$ cat src/rtl/midi_pkg.sv
// Shared types, status-byte constants and the message-length lookup for the
// MIDI receive path.
package midi_pkg;

   typedef enum logic [1:0] {
      P_WAIT_STATUS,
      P_WAIT_D1,
      P_WAIT_D2,
      P_SYSEX
   } parser_state_t;

   typedef enum logic [2:0] {
      U_IDLE,
      U_START,
      U_DATA,
      U_STOP,
      U_WAIT_HIGH
   } uart_state_t;

   localparam logic [7:0] CHAN_LO     = 8'h80;
   localparam logic [7:0] SYSEX_START = 8'hF0;
   localparam logic [7:0] SYSEX_END   = 8'hF7;
   localparam logic [7:0] TUNE_REQ    = 8'hF6;
   localparam logic [7:0] RT_LO       = 8'hF8;

   // Data bytes that follow a status byte; 0 for anything carrying no payload.
   function automatic logic [1:0] data_len(input logic [7:0] s);
      logic [1:0] n;
      n = 2'd0;
      if (s >= 8'h80 && s <= 8'hBF)      n = 2'd2;
      else if (s >= 8'hC0 && s <= 8'hDF) n = 2'd1;
      else if (s >= 8'hE0 && s <= 8'hEF) n = 2'd2;
      else if (s == 8'hF1 || s == 8'hF3) n = 2'd1;
      else if (s == 8'hF2)               n = 2'd2;
      return n;
   endfunction

endpackage

$ cat src/rtl/midi_rx_parser_if.sv
// Message/realtime output bundle of the MIDI receiver, plus FSM debug state.
// Strobes only: msg_valid/rt_valid/framing_err pulse for one cycle with no ready;
// the slave must capture on the strobe, payload holds until the next strobe.
interface midi_rx_parser_if;
   import midi_pkg::*;

   logic [7:0]    status;
   logic [7:0]    data1;
   logic [7:0]    data2;
   logic [1:0]    bytes_cnt;
   logic          msg_valid;
   logic [7:0]    rt_byte;
   logic          rt_valid;
   logic          framing_err;
   parser_state_t pstate;
   uart_state_t   ustate;

   modport master (
      output status, data1, data2, bytes_cnt, msg_valid,
      output rt_byte, rt_valid, framing_err, pstate, ustate
   );

   modport slave (
      input status, data1, data2, bytes_cnt, msg_valid,
      input rt_byte, rt_valid, framing_err, pstate, ustate
   );

endinterface

$ cat src/rtl/midi_uart_rx.sv
// 8N1 serial receiver: 2-FF synchroniser, mid-bit sampling, framing check.
module midi_uart_rx
   import midi_pkg::*;
#(
   parameter int CLKS_PER_BIT = 3200
) (
   input  logic        clk,
   input  logic        rst,
   input  logic        midi_rx,
   output logic [7:0]  byte_out,
   output logic        byte_valid,
   output logic        framing_err,
   output uart_state_t dbg_state
);

   localparam int CW = $clog2(CLKS_PER_BIT);
   localparam logic [CW-1:0] HALF = CW'(CLKS_PER_BIT / 2);
   localparam logic [CW-1:0] FULL = CW'(CLKS_PER_BIT - 1);

   logic [1:0]    sync_q;
   logic          rx_s;
   uart_state_t   state_q, state_d;
   logic [CW-1:0] cnt_q, cnt_d;
   logic [2:0]    bit_q, bit_d;
   logic [7:0]    shreg_q, shreg_d;

   assign rx_s = sync_q[1];

   always_ff @(posedge clk) begin
      if (rst) begin
         sync_q  <= 2'b11;
         state_q <= U_IDLE;
         cnt_q   <= '0;
         bit_q   <= '0;
         shreg_q <= '0;
      end else begin
         sync_q  <= {sync_q[0], midi_rx};
         state_q <= state_d;
         cnt_q   <= cnt_d;
         bit_q   <= bit_d;
         shreg_q <= shreg_d;
      end
   end

   always_comb begin
      state_d = state_q;
      cnt_d   = cnt_q;
      bit_d   = bit_q;
      shreg_d = shreg_q;
      case (state_q)
         U_IDLE: if (!rx_s) begin
            state_d = U_START;
            cnt_d   = HALF;
         end
         U_START: if (cnt_q == '0) begin
            state_d = rx_s ? U_IDLE : U_DATA;
            cnt_d   = FULL;
            bit_d   = '0;
         end else cnt_d = cnt_q - 1'b1;
         U_DATA: if (cnt_q == '0) begin
            shreg_d = {rx_s, shreg_q[7:1]};
            cnt_d   = FULL;
            bit_d   = bit_q + 1'b1;
            if (bit_q == 3'd7) state_d = U_STOP;
         end else cnt_d = cnt_q - 1'b1;
         U_STOP: if (cnt_q == '0) begin
            state_d = rx_s ? U_IDLE : U_WAIT_HIGH;
         end else cnt_d = cnt_q - 1'b1;
         U_WAIT_HIGH: if (rx_s) state_d = U_IDLE;
         default: state_d = U_IDLE;
      endcase
   end

   always_comb begin
      byte_out    = shreg_q;
      byte_valid  = (state_q == U_STOP) && (cnt_q == '0) && rx_s;
      framing_err = (state_q == U_STOP) && (cnt_q == '0) && !rx_s;
      dbg_state   = state_q;
   end

endmodule

$ cat src/rtl/midi_rx_parser.sv
// MIDI input stage: deserialises bytes and assembles channel/system-common
// messages with running status, SysEx skipping and realtime pass-through.
module midi_rx_parser
   import midi_pkg::*;
#(
   parameter int CLKS_PER_BIT = 3200
) (
   input  logic clk,
   input  logic rst,
   input  logic midi_rx,
   midi_rx_parser_if.master bus
);

   logic [7:0]  rx_byte;
   logic        byte_valid;
   logic        uart_ferr;
   uart_state_t ustate;

   midi_uart_rx #(.CLKS_PER_BIT(CLKS_PER_BIT)) u_uart (
      .clk        (clk),
      .rst        (rst),
      .midi_rx    (midi_rx),
      .byte_out   (rx_byte),
      .byte_valid (byte_valid),
      .framing_err(uart_ferr),
      .dbg_state  (ustate)
   );

   parser_state_t pstate_q, pstate_d;
   logic [7:0] run_status_q, run_status_d;
   logic       run_valid_q, run_valid_d;
   logic [7:0] cur_status_q, cur_status_d;
   logic [7:0] d1_q, d1_d;
   logic [7:0] status_q, status_d, data1_q, data1_d, data2_q, data2_d;
   logic [1:0] cnt_q, cnt_d;
   logic       msg_valid_q, msg_valid_d;
   logic [7:0] rt_byte_q, rt_byte_d;
   logic       rt_valid_q, rt_valid_d, ferr_q, ferr_d;
   logic [7:0] first_status;

   always_ff @(posedge clk) begin
      if (rst) begin
         pstate_q     <= P_WAIT_STATUS;
         run_status_q <= '0;
         run_valid_q  <= 1'b0;
         cur_status_q <= '0;
         d1_q         <= '0;
         status_q     <= '0;
         data1_q      <= '0;
         data2_q      <= '0;
         cnt_q        <= '0;
         msg_valid_q  <= 1'b0;
         rt_byte_q    <= '0;
         rt_valid_q   <= 1'b0;
         ferr_q       <= 1'b0;
      end else begin
         pstate_q     <= pstate_d;
         run_status_q <= run_status_d;
         run_valid_q  <= run_valid_d;
         cur_status_q <= cur_status_d;
         d1_q         <= d1_d;
         status_q     <= status_d;
         data1_q      <= data1_d;
         data2_q      <= data2_d;
         cnt_q        <= cnt_d;
         msg_valid_q  <= msg_valid_d;
         rt_byte_q    <= rt_byte_d;
         rt_valid_q   <= rt_valid_d;
         ferr_q       <= ferr_d;
      end
   end

   always_comb begin
      pstate_d     = pstate_q;
      run_status_d = run_status_q;
      run_valid_d  = run_valid_q;
      cur_status_d = cur_status_q;
      d1_d         = d1_q;
      status_d     = status_q;
      data1_d      = data1_q;
      data2_d      = data2_q;
      cnt_d        = cnt_q;
      msg_valid_d  = 1'b0;
      rt_byte_d    = rt_byte_q;
      rt_valid_d   = 1'b0;
      ferr_d       = uart_ferr;
      // A data byte in WAIT_STATUS reuses the running status as its header.
      first_status = (pstate_q == P_WAIT_STATUS) ? run_status_q : cur_status_q;
      if (byte_valid) begin
         if (rx_byte >= RT_LO) begin
            rt_byte_d  = rx_byte;
            rt_valid_d = 1'b1;
         end else if (rx_byte >= CHAN_LO) begin
            if (rx_byte == SYSEX_END) begin
               if (pstate_q == P_SYSEX) pstate_d = P_WAIT_STATUS;
            end else if (rx_byte < SYSEX_START) begin
               run_status_d = rx_byte;
               run_valid_d  = 1'b1;
               cur_status_d = rx_byte;
               pstate_d     = P_WAIT_D1;
            end else begin
               run_valid_d = 1'b0;
               pstate_d    = P_WAIT_STATUS;
               if (rx_byte == SYSEX_START) begin
                  pstate_d = P_SYSEX;
               end else if (rx_byte == TUNE_REQ) begin
                  status_d    = rx_byte;
                  data1_d     = '0;
                  data2_d     = '0;
                  cnt_d       = 2'd1;
                  msg_valid_d = 1'b1;
               end else if (data_len(rx_byte) != 2'd0) begin
                  cur_status_d = rx_byte;
                  pstate_d     = P_WAIT_D1;
               end
            end
         end else if (pstate_q == P_WAIT_D2) begin
            status_d    = cur_status_q;
            data1_d     = d1_q;
            data2_d     = rx_byte;
            cnt_d       = 2'd3;
            msg_valid_d = 1'b1;
            pstate_d    = P_WAIT_STATUS;
         end else if (pstate_q == P_WAIT_D1 ||
                      (pstate_q == P_WAIT_STATUS && run_valid_q)) begin
            cur_status_d = first_status;
            if (data_len(first_status) == 2'd1) begin
               status_d    = first_status;
               data1_d     = rx_byte;
               data2_d     = '0;
               cnt_d       = 2'd2;
               msg_valid_d = 1'b1;
               pstate_d    = P_WAIT_STATUS;
            end else begin
               d1_d     = rx_byte;
               pstate_d = P_WAIT_D2;
            end
         end
      end
   end

   always_comb begin
      bus.status      = status_q;
      bus.data1       = data1_q;
      bus.data2       = data2_q;
      bus.bytes_cnt   = cnt_q;
      bus.msg_valid   = msg_valid_q;
      bus.rt_byte     = rt_byte_q;
      bus.rt_valid    = rt_valid_q;
      bus.framing_err = ferr_q;
      bus.pstate      = pstate_q;
      bus.ustate      = ustate;
   end

endmodule

$ cat src/flat_wrapper.sv
// flat-port wrapper written by rule: the top's interface ports become plain ports
module midi_rx_parser_flat import midi_pkg::*;
#(
   parameter int CLKS_PER_BIT = 3200
)
  (clk, rst, midi_rx, bus_status, bus_data1, bus_data2, bus_bytes_cnt, bus_msg_valid, bus_rt_byte, bus_rt_valid, bus_framing_err, bus_pstate, bus_ustate);
  midi_rx_parser_if bus_i ();
  input  logic clk;
  input  logic rst;
  input  logic midi_rx;
  output wire logic [$bits(bus_i.status)-1:0] bus_status;
  output wire logic [$bits(bus_i.data1)-1:0] bus_data1;
  output wire logic [$bits(bus_i.data2)-1:0] bus_data2;
  output wire logic [$bits(bus_i.bytes_cnt)-1:0] bus_bytes_cnt;
  output wire logic [$bits(bus_i.msg_valid)-1:0] bus_msg_valid;
  output wire logic [$bits(bus_i.rt_byte)-1:0] bus_rt_byte;
  output wire logic [$bits(bus_i.rt_valid)-1:0] bus_rt_valid;
  output wire logic [$bits(bus_i.framing_err)-1:0] bus_framing_err;
  output wire logic [$bits(bus_i.pstate)-1:0] bus_pstate;
  output wire logic [$bits(bus_i.ustate)-1:0] bus_ustate;
  assign bus_status = bus_i.status;
  assign bus_data1 = bus_i.data1;
  assign bus_data2 = bus_i.data2;
  assign bus_bytes_cnt = bus_i.bytes_cnt;
  assign bus_msg_valid = bus_i.msg_valid;
  assign bus_rt_byte = bus_i.rt_byte;
  assign bus_rt_valid = bus_i.rt_valid;
  assign bus_framing_err = bus_i.framing_err;
  assign bus_pstate = bus_i.pstate;
  assign bus_ustate = bus_i.ustate;
  midi_rx_parser #(.CLKS_PER_BIT(CLKS_PER_BIT)) u_core (.clk(clk), .rst(rst), .midi_rx(midi_rx), .bus(bus_i));
endmodule
$ cat config.mk
export PLATFORM = sky130hd
export DESIGN_NAME = midi_rx_parser_flat
export DESIGN_NICKNAME = d
export VERILOG_FILES = /design/src/rtl/midi_pkg.sv /design/src/rtl/midi_rx_parser_if.sv /design/src/rtl/midi_uart_rx.sv /design/src/rtl/midi_rx_parser.sv /design/src/flat_wrapper.sv
export SDC_FILE = /design/constraint.sdc
export NUM_CORES = 1
export LEC_CHECK = 0
export BUFFER_PORTS_ARGS = -buffer_cell sky130_fd_sc_hd__clkbuf_2
export CAP_MARGIN = 0
export CORE_UTILIZATION = 38
export CTS_CLUSTER_DIAMETER = 120
export DETAILED_ROUTE_END_ITERATION = 7
export SLEW_MARGIN = 20
export SYNTH_ARGS = -nofsm -noshare
export SYNTH_HDL_FRONTEND = slang
export SYNTH_SLANG_ARGS = --single-unit
$ cat constraint.sdc
create_clock -name clk -period 3.4 [get_ports clk]
set_input_delay 0 -clock clk [delete_from_list [all_inputs] [get_ports clk]]
set_output_delay 0 -clock clk [all_outputs]
set_load 0.02 [all_outputs]
After elaboration in Yosys (flattened, before gate mapping)
Index checks and enable logic that the tools add are counted.
{"block": "op_classes", "magnitude_cmp": 14, "mux": 95, "addsub": 2, "eq_ne": 34, "n_bitwise": 6, "reduce_logical": 37}
{"cell": "2-to-1 mux 8 bit", "count": 29}
{"cell": "2-to-1 mux 2 bit", "count": 40}
{"cell": "equality test 8 bit, second input constant", "count": 9}
{"cell": ">= comparator 8 bit, second input constant", "count": 7}
{"cell": "<= comparator 8 bit, second input constant", "count": 6}
{"cell": "2-to-1 mux 12 bit", "count": 3}
{"cell": "case mux 12 bit (3 select lines)", "count": 1}
{"cell": "2-to-1 mux 3 bit", "count": 9}
{"cell": "inequality test 2 bit, second input constant", "count": 11}
{"cell": "AND reduction 8 bit", "count": 2}
{"cell": "case mux 3 bit (5 select lines)", "count": 1}
{"cell": "zero test 12 bit", "count": 1}
{"cell": "inequality test 3 bit, second input constant", "count": 4}
{"cell": "AND reduction 6 bit", "count": 2}
{"cell": "subtractor 12 x 1 -> 12 bit, second input constant", "count": 1}
{"cell": "2-to-1 mux 1 bit", "count": 11}
{"cell": "logical AND 1 bit", "count": 10}
{"cell": "nonzero test 3 bit", "count": 3}
{"cell": "< comparator 8 bit, second input constant", "count": 1}
{"cell": "AND reduction 4 bit", "count": 2}
{"cell": "equality test 3 x 2 -> 1 bit, second input constant", "count": 2}
{"cell": "equality test 3 bit, second input constant", "count": 2}
{"cell": "NOT 1 bit", "count": 6}
{"cell": "case mux 3 bit (2 select lines)", "count": 1}
{"cell": "15 further kinds", "count": 24}
{"block": "word_totals", "output_inout_bits": 42, "word_cells": 206, "input_bits": 3, "register_bits": 92}

Depth between registers and ports, before layout
Gate-level depths: netlist (run 1).
{"block": "logic_depth", "ltp_word": 20, "depth_mapped": 10, "mapped_depth_nobuf": 7}

By module
Synthesis (run 1) repeated with hierarchy kept, for this count alone.
{"block": "unflattened", "hier_cells": 492, "area_unflattened_um2": 4445.5}
{"module": "midi_rx_parser", "area_each_um2": 2980.4, "instances": 1, "seq_area_each_um2": 1281.2, "cells_each": 331}
{"module": "midi_uart_rx", "area_each_um2": 1465.2, "instances": 1, "seq_area_each_um2": 560.5, "cells_each": 161}

Worst setup path after synthesis (run 1)
Ideal clock, no wire load.
{"block": "synth_timing", "path_kind": "register -> register", "start": "register u_core.u_uart.cnt_q[0]", "end": "register u_core.u_uart.shreg_q[0] (netlist: u_core.u_uart.byte_out[0])", "stages_incl_launch_ff": 11, "required_ps": 3272, "slack_ps": 954, "setup_time_ps": 128, "period_less_slack_ps": 2446, "arrival_time_ps": 2319, "path_buffers": 3, "path_cell_list": "dfxtp_1 inv_1 ha_1 or3b_2 buf_2 or3_4 buf_6 nor4b_4 buf_6 mux2i_1 nor2_1"}
{"block": "synth_between", "elab_chain_len": 2}
{"element": "start, declared", "line": "midi_uart_rx.sv:23", "text": "logic [CW-1:0] cnt_q, cnt_d;"}
{"element": "start signal, assigned", "line": "midi_uart_rx.sv:39", "text": "cnt_q <= cnt_d;"}
{"element": "zero test 12 bit", "line": "midi_uart_rx.sv:60", "text": "U_DATA: if (cnt_q == '0) begin"}
{"element": "AND reduction 2 bit (no source line)"}
{"element": "end signal, assigned", "line": "midi_uart_rx.sv:41", "text": "shreg_q <= shreg_d;"}
{"element": "end, declared", "line": "midi_uart_rx.sv:25", "text": "logic [7:0] shreg_q, shreg_d;"}
Every way passes these cells.
A chain may end at the register's enable or synchronous reset.

Worst setup path after layout (run 1)
{"block": "layout_timing", "start": "register u_core.u_uart.cnt_q[0]", "end": "register u_core.data2_q[4] (netlist: u_core.bus.data2[4])"}
{"block": "layout_between", "elab_chain_len": 4}
{"element": "zero test 12 bit", "line": "midi_uart_rx.sv:76", "text": "byte_valid = (state_q == U_STOP) && (cnt_q == '0) && rx_s;"}
{"element": "logical AND 1 bit (2 in series)", "line": "midi_uart_rx.sv:76"}
{"element": "AND reduction 8 bit (no source line)"}
{"element": "end signal, assigned", "line": "midi_rx_parser.sv:64", "text": "data2_q <= data2_d;"}
{"element": "end, declared", "line": "midi_rx_parser.sv:34", "text": "logic [7:0] status_q, status_d, data1_q, data1_d, data2_q, data2_d;"}
Every way passes these cells.

==> results.toml, run 1 <==
[status]
outcome = "finished, final reports clean"

[worst_setup_path]
crit_path_start = "u_core.u_uart.cnt_q[0]"
start_kind = "flop"
required_ps = 3650
crit_path_cell_trace = "inv_1 > ha_1 > or3b_2 > nor2_1 > and3_1 > a31oi_1 > a22o_1"
arrival_ps = 3060
path_class = "flop to flop"
crit_family = "simple AND/OR/NAND/NOR gates"
cp_max_fo = 12
end_kind = "flop"
r2r_start = "u_core.u_uart.cnt_q[0]"
crit_buf_inv = 1
critPathMaxStageDelay_ps = 580
slowest_stage = "or3b_2"

[die]
ios = 45
die_h_um = 107
dieWidth_um = 107
dieArea_sq_um = 11500
start_util = 0.390
coreArea_sq_um = 10800
rows = 38

[drt]
via_per_inst = 5.65
firstDrtPassIters = 5
drt_iter0_drc = 229
vias = 3659
drc = 0
antenna_left = 0
wl_per_cell_um = 16.2
drt_wl_total_um = 10500

[finish]
drive_gt1_frac = 0.167
instances_no_fill = 648
finish.utilization = 0.433
syn2layout_area_growth_pct = 11.2
final_nets = 509
fin_area_sq_um = 4700
n_antenna_cell = 0

[clocking]
clock_latency_ps = 360
cts_root_buf = "clkbuf_8"
ctsHoldBuffers = 1
clkTransAtPathRegs_ps = 90
postCtsSetupBuffers = 0
post_cts_resized = 0
numCtsBuffers = 9
cts_max_path_buffers = 2
tritoncts = "yes"
cts.sinks = 92
htree_levels = 3

[pwr]
p_seq_frac = 0.556
ir_drop_mv = 0.210
pwr-share-comb = 0.107
cellLeakagePower_nw = 1.69
p_per_area_nw_per_um2 = 429
swShare = 0.272
clockPowerShare = 0.336
intPower_w = 0.00147
power.switching_w = 0.000547

[timing]
min_period_over_period = 0.827
period_minus_slack_ps = 2810
grt_setup_unrepaired = "false"
max-slew-margin-rel = 0.466
setup_ws_ps = 589
fmax_ghz = 0.356
timing.clock.skew_ps = 12.2
finalHoldViolations = 0
setup_violations = 0
drv_slew = 0
setup_tns_ps = 0
tightest_slew_ps = 795

[global_routing]
track_usage = 0.190
antenna_found_initial = 0
first_global_vias = 3404
grt_overflow = 0
grt_max_degree = 44
grt_first_pass_wirelength_um = 17200

[logic_synthesis]
seq_area_frac_synth = 0.436
synthTopCellsByArea = "dfxtp_1 (44%), mux2i_1 (5.9%), a21oi_1 (5.5%)"
syn_inst = 477
syn_avg_cell_area_sq_um = 8.85
synth_nets = 483
synth.distinct_cells = 58
synth_top_area_cell = "dfxtp_1"
synth_edf_count = 0
synth_top_area_frac = 0.436
yosys_most_used_dff = "dfxtp_1"
yosysWarnings = 0
synth-seq-cells = 92
async_flop_share = 0
synth_area_sq_um = 4220

[hold_path]
hold_class = "input port to flop"
hold_start = "rst"

[placement]
place_inst = 631
pre_cts_slack_ps = 636
dpl.hpwl_um = 7050
portBuffers = 44
place_area_sq_um = 4510
gp_congestion = 0.851

[flow_run]
maxCapViolations = 0
-- cells in the final DEF, fill, tap and decap left out, types with 6 or more instances in the layout --
cell type and instances:
a21oi_1 46, nand2_1 18, a22o_1 7, o21ai_0 30
clkbuf_8 10, dfxtp_1 92, a22oi_1 10, o31ai_1 10
a311o_1 6, nand2b_1 13, nor2b_1 8, nor3_1 18
nand3_1 15, clkbuf_2 43, nor2_1 45, buf_4 13
a211oi_1 11, inv_1 8, mux2i_1 25
-- power by group through the flow --
stage	clock network (W)	logic, W	registers [W]
after floorplan	0	0.000200	0.00114
after global placement	0	0.000208	0.00114
after detailed placement	0	0.000211	0.00114
after CTS	0.000697	0.000214	0.00112
after global routing	0.000742	0.000239	0.00112
final	0.000677	0.000216	0.00112
-- flip-flops by register name, summed over array words and instances (netlist names) --
signal,cells
u_core.u_uart.cnt_q,12
u_core.bus.data1,8
u_core.bus.data2,8
u_core.bus.rt_byte,8
u_core.bus.status,8
u_core.cur_status_q,8
u_core.d1_q,8
u_core.run_status_q,8
u_core.u_uart.byte_out,8
u_core.u_uart.bit_q,3
u_core.u_uart.dbg_state,3
u_core.bus.bytes_cnt,2
u_core.bus.pstate,2
u_core.u_uart.sync_q,2
u_core.bus.framing_err,1
u_core.bus.msg_valid,1
u_core.bus.rt_valid,1
u_core.run_valid_q,1
-- final timing paths --
| kind | to | slack, ps | depth (start not counted) |
|---|---|---|---|
| setup reg to reg | u_core.bus.data2[4] | 590 | 7 |
| setup / recovery | u_core.bus.data2[4] | 590 | 7 |
| hold / removal | u_core.run_status_q[3] | 50 | 2 |
| hold reg to reg | u_core.u_uart.sync_q[1] | 420 | 1 |
-- layer usage --
metal,track usage,up-vias,part of all wire
met5,0,-,0
met4,0.0802,0,0.021
met3,0.0333,21,0.054
met2,0.300,115,0.45
met1,0.254,1736,0.47
li1,-,1787,-
-- per-stage QoR --
stage / hold WS, ps / power (W)
after floorplan: 104 / 0.00134
after global placement: 187 / 0.00135
after detailed placement: 192 / 0.00136
after CTS: 30.4 / 0.00203
after global routing: 50.6 / 0.00210
final: 45.2 / 0.00201
-- final cells by class --
type | count | area [sq um]
repair buffers | 58 | 328
multi-input cells | 334 | 2140
clock inverters | 4 | 33.8
clock buffers | 12 | 145
fillers | 1086 | 6140
flip-flops and latches | 92 | 1840
well taps | 140 | 175
inverters | 8 | 30.0
-- Yosys cell counts, types with 2 or more instances --
master / number
o21ai_0: 30
nand3b_1: 4
a22oi_1: 10
or2_2: 4
or4_4: 2
a21oi_1: 46
dfxtp_1: 92
o31ai_1: 10
and3_1: 4
nor3_1: 18
clkbuf_1: 20
nor2b_1: 8
o21a_1: 3
mux2i_1: 25
nand3_1: 15
inv_1: 8
nor4_4: 2
nand2b_1: 13
o211ai_1: 2
nand4b_1: 2
ha_1: 3
nand2_1: 18
buf_2: 14
a31oi_1: 4
or3_1: 5
or4bb_1: 2
and2_1: 3
a311o_1: 6
buf_4: 2
nor2_1: 45
buf_1: 4
or4_1: 4
a211oi_1: 11
a22o_1: 7
buf_6: 3
nand4_1: 3
xor2_1: 4
-- logic make-up after synthesis --
group                    after synthesis  synth area share
AND/OR/NAND/NOR                      160             0.214
AO/OA/AOI/OAI                        140             0.212
XOR/XNOR                               5            0.0104
adder cells (fa/ha/maj)                3           0.00889
multiplexers                          26            0.0619
buffers and inverters                 51            0.0566
flip-flops                            92             0.436
No activity file was read; power rests on OpenSTA's default activity.
==> run 2, diff against run 1 <==
==> constraint.sdc (replaced) <==
create_clock -name clk -period 2.9 [get_ports clk]
set_input_delay 0 -clock clk [delete_from_list [all_inputs] [get_ports clk]]
set_output_delay 0 -clock clk [all_outputs]
set_load 0.02 [all_outputs]
==> results.toml, run 2 (synthesis results as in run 1) <==
[drt]
wl_per_cell_um = 15.9
drt_wl_total_um = 10500
drt_iter0_drc = 250
antenna_left = 0
drc = 0
firstDrtPassIters = 4
vias = 3687
via_per_inst = 5.59

[clocking]
cts_root_buf = "clkbuf_8"
cts_max_path_buffers = 2
post_cts_resized = 0
numCtsBuffers = 9
clock_latency_ps = 380
postCtsSetupBuffers = 0
htree_levels = 3
clkTransAtPathRegs_ps = 90
ctsHoldBuffers = 1
tritoncts = "yes"
cts.sinks = 92

[global_routing]
first_global_vias = 3368
grt_first_pass_wirelength_um = 17500
grt_max_degree = 37
antenna_found_initial = 0
track_usage = 0.194
grt_overflow = 0

[die]
coreArea_sq_um = 10800
ios = 45
dieWidth_um = 107
die_h_um = 107
dieArea_sq_um = 11500
start_util = 0.390
rows = 38

[worst_setup_path]
start_kind = "flop"
path_class = "flop to flop"
r2r_start = "u_core.u_uart.cnt_q[0]"
required_ps = 3160
critPathMaxStageDelay_ps = 580
slowest_stage = "or3b_2"
arrival_ps = 2790
crit_path_start = "u_core.u_uart.cnt_q[0]"
crit_buf_inv = 1
r2r_slack_ps = 370
crit_family = "simple AND/OR/NAND/NOR gates"
r2r_end = "u_core.u_uart.bit_q[2]"
end_kind = "flop"
crit_path_cell_trace = "inv_1 > ha_1 > or3b_2 > or3_4 > or3_1 > a22oi_1 > nor2_1"
cp_max_fo = 9
r2r_cells = 7

[hold_path]
whs_endpoint = "u_core.run_status_q[5]"
hold_class = "input port to flop"
holdPathStages = 2
hold_start = "rst"

[pwr]
cellLeakagePower_nw = 1.76
p_per_area_nw_per_um2 = 529
ir_drop_mv = 0.231

[timing]
drv_slew = 0
tightest_slew_ps = 772
whs_ps = 87.8
setup_violations = 0
setup_tns_ps = 0
grt_setup_unrepaired = "false"
fmax_ghz = 0.396
max-slew-margin-rel = 0.483
timing.clock.skew_ps = 5.79
period_minus_slack_ps = 2530
finalHoldViolations = 0
min_period_over_period = 0.871

[placement]
place_inst = 642
gp_congestion = 0.806
dpl.hpwl_um = 7200
portBuffers = 44

[finish]
regMostFlops = "u_core.u_uart.cnt_q"
syn2layout_area_growth_pct = 14.2
final_common_cell = "dfxtp_1"
final_nets = 520
drive_gt1_frac = 0.189
final_cell_mix = "dfxtp_1 (92), a21oi_1 (46), nor2_1 (45)"
n_antenna_cell = 0
largest_reg_flops = 12
instances_no_fill = 659

[status]
outcome = "finished, final reports clean"

[flow_run]
maxCapViolations = 0
[run 2: cell count changes in the layout (fill, tap and decap cells not counted)]
cell	previous run	this run
buf_4	13	24
bufinv_16	0	2
clkbuf_1	2	0
clkbuf_8	10	9
clkinv_4	2	1
clkinvlp_4	1	3
[run 2: worst max path at each step]
stage	to	slack, ps	cells past startpoint
3_5_place_dp	u_core.u_uart.bit_q[1]	410	7
4_1_cts	u_core.u_uart.bit_q[1]	390	7
2_1_floorplan	u_core.u_uart.byte_out[0]	450	10
6_report	u_core.u_uart.bit_q[2]	370	7
3_3_place_gp	u_core.u_uart.byte_out[3]	460	8
5_1_grt	u_core.cur_status_q[7]	220	9
[run 2: cell type report]
cell class	instances	area, sq um
repair buffers	69	410
clock inverters	7	100
well taps	140	175
clock buffers	9	124
multi-input cells	334	2140
flip-flops and latches	92	1840
fillers	1106	6020
inverters	8	30.0
[run 2: layer usage]
metal / global-route usage / vias to the layer above / part of all wire
li1: - / 1813 / -
met1: 0.268 / 1763 / 0.48
met2: 0.299 / 98 / 0.46
met3: 0.0309 / 13 / 0.048
met4: 0.0802 / 0 / 0.017
met5: 0 / - / 0
[run 2: through the flow]
stage | utilization | total power [W] | worst slack (ps) | instance area, sq um
final | 0.445 | 0.00255 | 374 | 4820
after global routing | 0.445 | 0.00265 | 219 | 4820
after CTS | 0.445 | 0.00257 | 393 | 4820
after detailed placement | 0.423 | 0.00161 | 414 | 4590
after global placement | 0.423 | 0.00160 | 458 | 4590
after floorplan | - | 0.00157 | 454 | 4220
[run 2: report_power, final]
| part | leakage [nW] | switching [W] | internal (W) | total (W) |
|---|---|---|---|---|
| logic | 0.914 | 0.000165 | 0.000101 | 0.000266 |
| registers | 0.743 | 0.0000274 | 0.00129 | 0.00131 |
| clock network | 0.102 | 0.000484 | 0.000489 | 0.000973 |
